$ cat src/rtl/cpu_pkg.sv
// rtl/cpu_pkg.sv - shared types and encodings for the cpu_control FSM and decoder
package cpu_pkg;

  typedef enum logic [2:0] {
    S_WAIT,
    S_DECODE,
    S_WRITE_IMM,
    S_GET_A,
    S_GET_B,
    S_COMPUTE,
    S_WRITE_REG
  } state_t;

  typedef enum logic [1:0] {
    NSEL_RN,
    NSEL_RD,
    NSEL_RM
  } nsel_t;

  localparam logic [2:0] OPC_ALU    = 3'b101;
  localparam logic [2:0] OPC_MOV    = 3'b110;

  localparam logic [1:0] OP_MOV_REG = 2'b00;
  localparam logic [1:0] OP_MOV_IMM = 2'b10;
  localparam logic [1:0] OP_ADD     = 2'b00;
  localparam logic [1:0] OP_CMP     = 2'b01;
  localparam logic [1:0] OP_AND     = 2'b10;
  localparam logic [1:0] OP_MVN     = 2'b11;

  localparam logic [1:0] ALU_ADD    = 2'b00;
  localparam logic [1:0] ALU_SUB    = 2'b01;
  localparam logic [1:0] ALU_AND    = 2'b10;
  localparam logic [1:0] ALU_MVN    = 2'b11;

  localparam logic [1:0] VSEL_MDATA = 2'b00;
  localparam logic [1:0] VSEL_IMM8  = 2'b01;
  localparam logic [1:0] VSEL_PC    = 2'b10;
  localparam logic [1:0] VSEL_C     = 2'b11;

endpackage

$ cat src/rtl/instr_decoder.sv
// rtl/instr_decoder.sv - IR field extraction, sign extension and register-index select
module instr_decoder
  import cpu_pkg::*;
(
  input  logic [15:0] ir_i,
  input  nsel_t       nsel_i,
  output logic [2:0]  opcode_o,
  output logic [1:0]  op_o,
  output logic [1:0]  sh_o,
  output logic [2:0]  regnum_o,
  output logic [15:0] sximm5_o,
  output logic [15:0] sximm8_o
);

  logic [2:0] rn, rd, rm;

  assign opcode_o = ir_i[15:13];
  assign op_o     = ir_i[12:11];
  assign rn       = ir_i[10:8];
  assign rd       = ir_i[7:5];
  assign sh_o     = ir_i[4:3];
  assign rm       = ir_i[2:0];

  assign sximm5_o = {{11{ir_i[4]}}, ir_i[4:0]};
  assign sximm8_o = {{8{ir_i[7]}}, ir_i[7:0]};

  always_comb begin
    regnum_o = rn;
    unique case (nsel_i)
      NSEL_RN: regnum_o = rn;
      NSEL_RD: regnum_o = rd;
      NSEL_RM: regnum_o = rm;
      default: regnum_o = rn;
    endcase
  end

endmodule

$ cat src/rtl/cpu_control.sv
// rtl/cpu_control.sv - instruction register and multi-cycle control FSM for the datapath
module cpu_control
  import cpu_pkg::*;
(
  input  logic        clk,
  input  logic        reset,
  input  logic        s,
  input  logic        load,
  input  logic [15:0] in,
  output logic        w,
  output logic [2:0]  readnum,
  output logic [2:0]  writenum,
  output logic        loada,
  output logic        loadb,
  output logic        loadc,
  output logic        loads,
  output logic        write,
  output logic        asel,
  output logic        bsel,
  output logic [1:0]  vsel,
  output logic [1:0]  shift,
  output logic [1:0]  ALUop,
  output logic [15:0] sximm5,
  output logic [15:0] sximm8
);

  state_t      state_q, state_d;
  logic [15:0] ir_q, ir_d;
  nsel_t       nsel;
  logic [2:0]  opcode;
  logic [1:0]  op, sh;
  logic [2:0]  regnum;

  instr_decoder u_dec (
    .ir_i     (ir_q),
    .nsel_i   (nsel),
    .opcode_o (opcode),
    .op_o     (op),
    .sh_o     (sh),
    .regnum_o (regnum),
    .sximm5_o (sximm5),
    .sximm8_o (sximm8)
  );

  // IR only accepts new words while idle, so DECODE always sees the word loaded with s.
  always_comb begin
    state_d = state_q;
    ir_d    = ir_q;
    unique case (state_q)
      S_WAIT: begin
        if (load) ir_d = in;
        if (s) state_d = S_DECODE;
      end
      S_DECODE: begin
        if (opcode == OPC_MOV && op == OP_MOV_IMM)
          state_d = S_WRITE_IMM;
        else if ((opcode == OPC_MOV && op == OP_MOV_REG) || (opcode == OPC_ALU && op == OP_MVN))
          state_d = S_GET_B;
        else if (opcode == OPC_ALU)
          state_d = S_GET_A;
        else
          state_d = S_WAIT;
      end
      S_WRITE_IMM: state_d = S_WAIT;
      S_GET_A:     state_d = S_GET_B;
      S_GET_B:     state_d = S_COMPUTE;
      S_COMPUTE:   state_d = (opcode == OPC_ALU && op == OP_CMP) ? S_WAIT : S_WRITE_REG;
      S_WRITE_REG: state_d = S_WAIT;
      default:     state_d = S_WAIT;
    endcase
  end

  always_ff @(posedge clk) begin
    if (reset) begin
      state_q <= S_WAIT;
      ir_q    <= '0;
    end else begin
      state_q <= state_d;
      ir_q    <= ir_d;
    end
  end

  always_comb begin
    w     = (state_q == S_WAIT);
    nsel  = NSEL_RN;
    loada = 1'b0;
    loadb = 1'b0;
    loadc = 1'b0;
    loads = 1'b0;
    write = 1'b0;
    asel  = 1'b0;
    bsel  = 1'b0;
    vsel  = VSEL_MDATA;
    shift = 2'b00;
    ALUop = ALU_ADD;
    unique case (state_q)
      S_WRITE_IMM: begin
        nsel  = NSEL_RN;
        vsel  = VSEL_IMM8;
        write = 1'b1;
      end
      S_GET_A: begin
        nsel  = NSEL_RN;
        loada = 1'b1;
      end
      S_GET_B: begin
        nsel  = NSEL_RM;
        loadb = 1'b1;
      end
      S_COMPUTE: begin
        shift = sh;
        // MOV reg and MVN ignore operand A, so it is forced to zero via asel.
        if (opcode == OPC_MOV) begin
          asel  = 1'b1;
          ALUop = ALU_ADD;
        end else if (op == OP_MVN) begin
          asel  = 1'b1;
          ALUop = ALU_MVN;
        end else begin
          ALUop = op;
        end
        if (opcode == OPC_ALU && op == OP_CMP) loads = 1'b1;
        else                                   loadc = 1'b1;
      end
      S_WRITE_REG: begin
        nsel  = NSEL_RD;
        vsel  = VSEL_C;
        write = 1'b1;
      end
      default: ;
    endcase
  end

  assign readnum  = regnum;
  assign writenum = regnum;

endmodule

$ cat config.mk
export PLATFORM = sky130hd
export DESIGN_NAME = cpu_control
export DESIGN_NICKNAME = d
export VERILOG_FILES = /design/src/rtl/cpu_pkg.sv /design/src/rtl/instr_decoder.sv /design/src/rtl/cpu_control.sv
export SDC_FILE = /design/constraint.sdc
export NUM_CORES = 1
export LEC_CHECK = 0
export CORE_MARGIN = 2
export CORE_UTILIZATION = 39
export DETAILED_ROUTE_END_ITERATION = 16
export MAX_ROUTING_LAYER = met4
export PLACE_DENSITY = 0.8
export SLEW_MARGIN = 20
export SYNTH_ARGS = -nofsm -noshare
export SYNTH_HDL_FRONTEND = slang
export SYNTH_SLANG_ARGS = --single-unit
$ cat constraint.sdc
create_clock -name clk -period 2.6 [get_ports clk]
set_clock_uncertainty 0.15 [all_clocks]
set_input_delay 0.78 -clock clk [delete_from_list [all_inputs] [get_ports clk]]
set_output_delay 0.78 -clock clk [all_outputs]
set_load 0.01 [all_outputs]
; Word-level counts from Yosys, hierarchy flattened
; Cells that the tools add are included.
[op_classes]
eq_ne = 14
n_mux = 23
n_reduce_logical = 9
[ops]
columns = op, n
row1 = $eq 3x3->1 const B, 5
row2 = $pmux 3 s5, 1
row3 = $mux 3, 4
row4 = $mux 1, 10
row5 = $mux 2, 5
row6 = $pmux 2 s2, 2
row7 = $eq 2x2->1 const B, 3
row8 = $eq 3x2->1 const B, 2
row9 = $pmux 3 s2, 1
row10 = $eq 2x1->1 const B, 2
row11 = $logic_and 1x1->1, 4
row12 = $eq 3x1->1 const B, 1
row13 = $logic_not 3->1, 1
row14 = $logic_not 2->1, 1
row15 = $ne 2x2->1 const B, 1
row16 = $reduce_and 2->1, 1
row17 = $reduce_or 2->1, 1
row18 = $logic_or 1x1->1, 1
[totals]
regBits = 19
inputBits = 20
out_inout_bits = 52
word_cells = 48

; Longest topological paths before layout
; Gate-level depths: netlist of run 1.
[depth]
ltp_word = 6
depth_mapped = 8

; Modules after synthesis
; From an unflattened synthesis of run 1, not the netlist that was laid out.
[hier_totals]
hier_cells = 176
area_unflattened_um2 = 1320.0
[by_module_without_submodules]
columns = module, n_inst, cells_per_inst, area_each_um2, seq_area_each_um2
row1 = cpu_control, 1, 124, 945.9, 380.4
row2 = instr_decoder, 1, 52, 374.1, 0.0

; Least setup slack after synthesis of run 1
; OpenSTA, ideal clock, no wires.
[synth_path]
kind = reg2out
start = register state_q[1]
end = output port writenum[2]
t_arrival_ns = 1.761
required_ns = 1.670
path_slack_ns = -0.091
stages_incl_launch_ff = 7
path_buffers = 2
cell_sequence = dfxtp_1 > buf_4 > nor2b_1 > and2_1 > ha_1 > o21ai_0 > buf_4
[synth_via]
elab_chain_len = 4
[synth_rtl]
columns = element, line_no
row1 = from (decl), cpu_control.sv:27  ; state_t state_q, state_d;
row2 = from (signal assigned), cpu_control.sv:78  ; state_q <= state_d;
row3 = $eq 3x3->1, cpu_control.sv:96  ; unique case (state_q)
row4 = $pmux 2 s2 (*), cpu_control.sv:96
row5 = $eq 2x2->1 or $eq 2x1->1 (tied branches), instr_decoder.sv:29  ; unique case (nsel_i)
row6 = $pmux 3 s2 (*), instr_decoder.sv:29
row7 = to (decl), cpu_control.sv:12  ; output logic [2:0] writenum,
; Every way passes the cells marked *; elsewhere a longest branch is shown, timed or not.

; Worst setup path in the final report of run 1
[layout_path]
start = register state_q[1]
end = output port readnum[0]
[layout_via]
elab_chain_len = 4
[layout_rtl]
columns = element, line_no
row1 = $eq 3x3->1, cpu_control.sv:96
row2 = $pmux 2 s2 (*), cpu_control.sv:96
row3 = $eq 2x2->1 or $eq 2x1->1 (tied branches), instr_decoder.sv:29
row4 = $pmux 3 s2 (*), instr_decoder.sv:29
row5 = to (decl), cpu_control.sv:11  ; output logic [2:0] readnum,
; Marked as above.

==> metrics.cfg, run 1 <==
[clocking]
path_clk_slew_ns = 0.12
htreeDepth = 1
cts-buffers-inserted = 3
clock_path_buffers = 2
root_buffer = clkbuf_4
cts.sinks = 19
tritoncts = yes
clock_latency_ns = 0.30
postCtsHoldBufs = 0

[synth]
synthDistinctLibCells = 34
synth_top_cell_area_share_pct = 28.60
synthArstFlopShare_pct = 0
ys_top_cells_by_area = dfxtp_1 (29%), buf_4 (21%), nand2_1 (10%), a21oi_1 (6.8%), and2_1 (2.8%)
synthesis.nets = 191
syn_area_per_cell_sq_um = 7.870
ys_warn_count = 0
synth_seq_cells = 19
synthFlopType = dfxtp_1
ys_seq_area_share_pct = 28.60
syn_area_sq_mm = 0.001330
synth_edf_count = 0
syn_inst = 169
yosysTopAreaCell = dfxtp_1

[sta]
slew_violations = 0
max_freq_ghz = 0.3921
finalHoldViolCount = 0
timing.setup.tns_ns = 0
hold_ws_ns = 0.3165
setup_ws_ns = 0.04949
post-route-period-util_pct = 98.10
finalSetupViolCount = 0
min_period_ns = 2.551

[setup_path]
endpoint_kind = output pin
path_max_fanout = 3
critPathArrivalTime_ns = 1.62
worst-setup-path-type = reg -> out
cp-start-kind = register
critical_path_required_ns = 1.67

[finish]
fin_cells = 254
drive_above_1_share_pct = 19.23
layout_common_cells = clkdlybuf4s50_1 (55), nand2_1 (36), a21oi_1 (17), dfxtp_1 (17), buf_4 (9)
antenna_cells = 0
final_common_cell = clkdlybuf4s50_1
fin_nets = 231
area_growth_pct = 41.11

[min_path]
hp-class = reg -> reg

[global_route]
antenna_found_initial = 0
grt_pass1_vias = 1089
grt_start_max_net_pins = 17
gr-total-overflow = 0
grt_first_pass_wirelength_mm = 5.168
grt_usage_pct = 16.98

[routing]
wl_met2_mm = 1.613
wl_mm = 3.064
met1_length_mm = 1.215
wl_met3_um = 209
drtAntennaViolNets = 0
wl_per_cell_um = 12.06
drtIter0Drc = 38
drc = 0
dr_total_vias = 1166
post_drt_via_cell_ratio = 4.591
top_layer = met4
first_pass_iters = 4

[pwr]
peakVddDrop_mv = 0.1644
power_density_mw_per_mm2 = 362.9
p_leak_nw = 0.7926

[floorplan]
io_pins = 72
die_x_um = 62.40
rows = 21
die_y_um = 62.40
die-area_sq_mm = 0.003893
start_util_pct = 40.17
fp.coreArea_sq_mm = 0.003311

[place]
dp_slack_ns = -0.1384
dp.cells = 250
gp_congestion = 0.7526
port_buffers = 70
dp_hpwl_mm = 2.252

[flow_run]
cap_viol_max_count = 0

[outcome]
status = finished clean

cell usage after synthesis, types with 2 or more instances:
cell       n
buf_4     38
nand2_1   37
dfxtp_1   19
a21oi_1   18
and2_1     6
nor2b_1    5
inv_1      4
o21ai_0    4
a22oi_1    3
and3b_1    3
buf_6      3
ha_1       2
nand2b_1   2
nand3b_1   2
nor2_1     2
nor3_1     2
nor3b_1    2
logic make-up (layout without fill, tap and decap cells):
logic type | Yosys count | in the layout | share of synthesized area (%)
flops | 19 | 19 | 28.60
compound gates | 33 | 33 | 14.87
buf+inv | 49 | 88 | 28.31
fa+ha+maj | 2 | 2 | 1.881
other cells | 1 | 1 | 0.2819
simple gates | 65 | 65 | 26.06
where the power goes:
group	switching, W	total (W)	internal, W	leakage, nW
logic	0.0000829	0.000196	0.000113	0.618
registers	0.0000199	0.000328	0.000309	0.157
clock network	0.0000989	0.000156	0.0000573	0.0177
registers in the layout, indices dropped and copies added (netlist names):
register,cells
state_q,3
ir_q,16
final cells by class:
class                      instances  area (sq um)
clock inverter                     1         5.005
timing repair buffer              80         745.7
sequential                        19         385.4
fill                             319          1434
inverter                           4         15.01
multi-input combinational        101         645.6
tap                               46         57.56
clock buffer                       3         22.52
worst paths after layout:
check / startpoint / endpoint / slack, ns / depth (start not counted)
hold / removal: ir_q[10] / ir_q[10] / 0.32 / 2
setup / recovery: state_q[1] / readnum[0] / 0.05 / 7
hold reg to reg: ir_q[10] / ir_q[10] / 0.32 / 2
setup reg to reg: state_q[0] / ir_q[4] / 0.92 / 5
metrics by stage:
stage | total power, W | cell area [sq um] | util, %
floorplan | 0.0004658 | 1330 | -
global placement | 0.0005288 | 1802 | 54.42
detailed placement | 0.0005330 | 1802 | 54.42
CTS | 0.0006880 | 1847 | 55.78
global route | 0.0007254 | 1877 | 56.69
finish | 0.0006810 | 1877 | 56.69
routing by layer:
| metal | track usage (%) | vias up |
|---|---|---|
| li1 | - | 595 |
| met1 | 18.70 | 526 |
| met2 | 29.62 | 43 |
| met3 | 4.144 | 2 |
| met4 | 6.667 | 0 |
| met5 | - | - |
critical path: stages (launching register included):
cell	delay, ns
dfxtp_2	0.38
nor2b_4	0.15
and2_4	0.17
inv_2	0.04
ha_4	0.16
a22oi_2	0.18
o21ai_2	0.10
clkbuf_2	0.13
repair_timing:
| item | CTS | global route |
|---|---|---|
| gates resized for setup | 31 | 26 |
| pin swaps | 0 | 6 |
| endpoints found under the setup margin | 13 | 8 |
| buffers inserted | 0 | 0 |
Power figures use the tool's default switching activity.
==> run 2, diff against run 1 <==
--- a/config.mk
+++ b/config.mk
@@ -10,7 +10,6 @@
 export DETAILED_ROUTE_END_ITERATION = 16
 export MAX_ROUTING_LAYER = met4
 export PLACE_DENSITY = 0.8
-export SLEW_MARGIN = 20
 export SYNTH_ARGS = -nofsm -noshare
 export SYNTH_HDL_FRONTEND = slang
 export SYNTH_SLANG_ARGS = --single-unit
==> results of run 2 <==
Final layout, timing and power as in run 1 (identical DEF).
==> run 3, diff against run 2 <==
--- a/config.mk
+++ b/config.mk
@@ -5,11 +5,13 @@
 export SDC_FILE = /design/constraint.sdc
 export NUM_CORES = 1
 export LEC_CHECK = 0
+export ABC_CLOCK_PERIOD_IN_PS = 2600
 export CORE_MARGIN = 2
 export CORE_UTILIZATION = 39
 export DETAILED_ROUTE_END_ITERATION = 16
 export MAX_ROUTING_LAYER = met4
 export PLACE_DENSITY = 0.8
+export SLEW_MARGIN = 40
 export SYNTH_ARGS = -nofsm -noshare
 export SYNTH_HDL_FRONTEND = slang
 export SYNTH_SLANG_ARGS = --single-unit
==> results of run 3 <==
Final layout, timing and power as in run 1 (identical DEF).
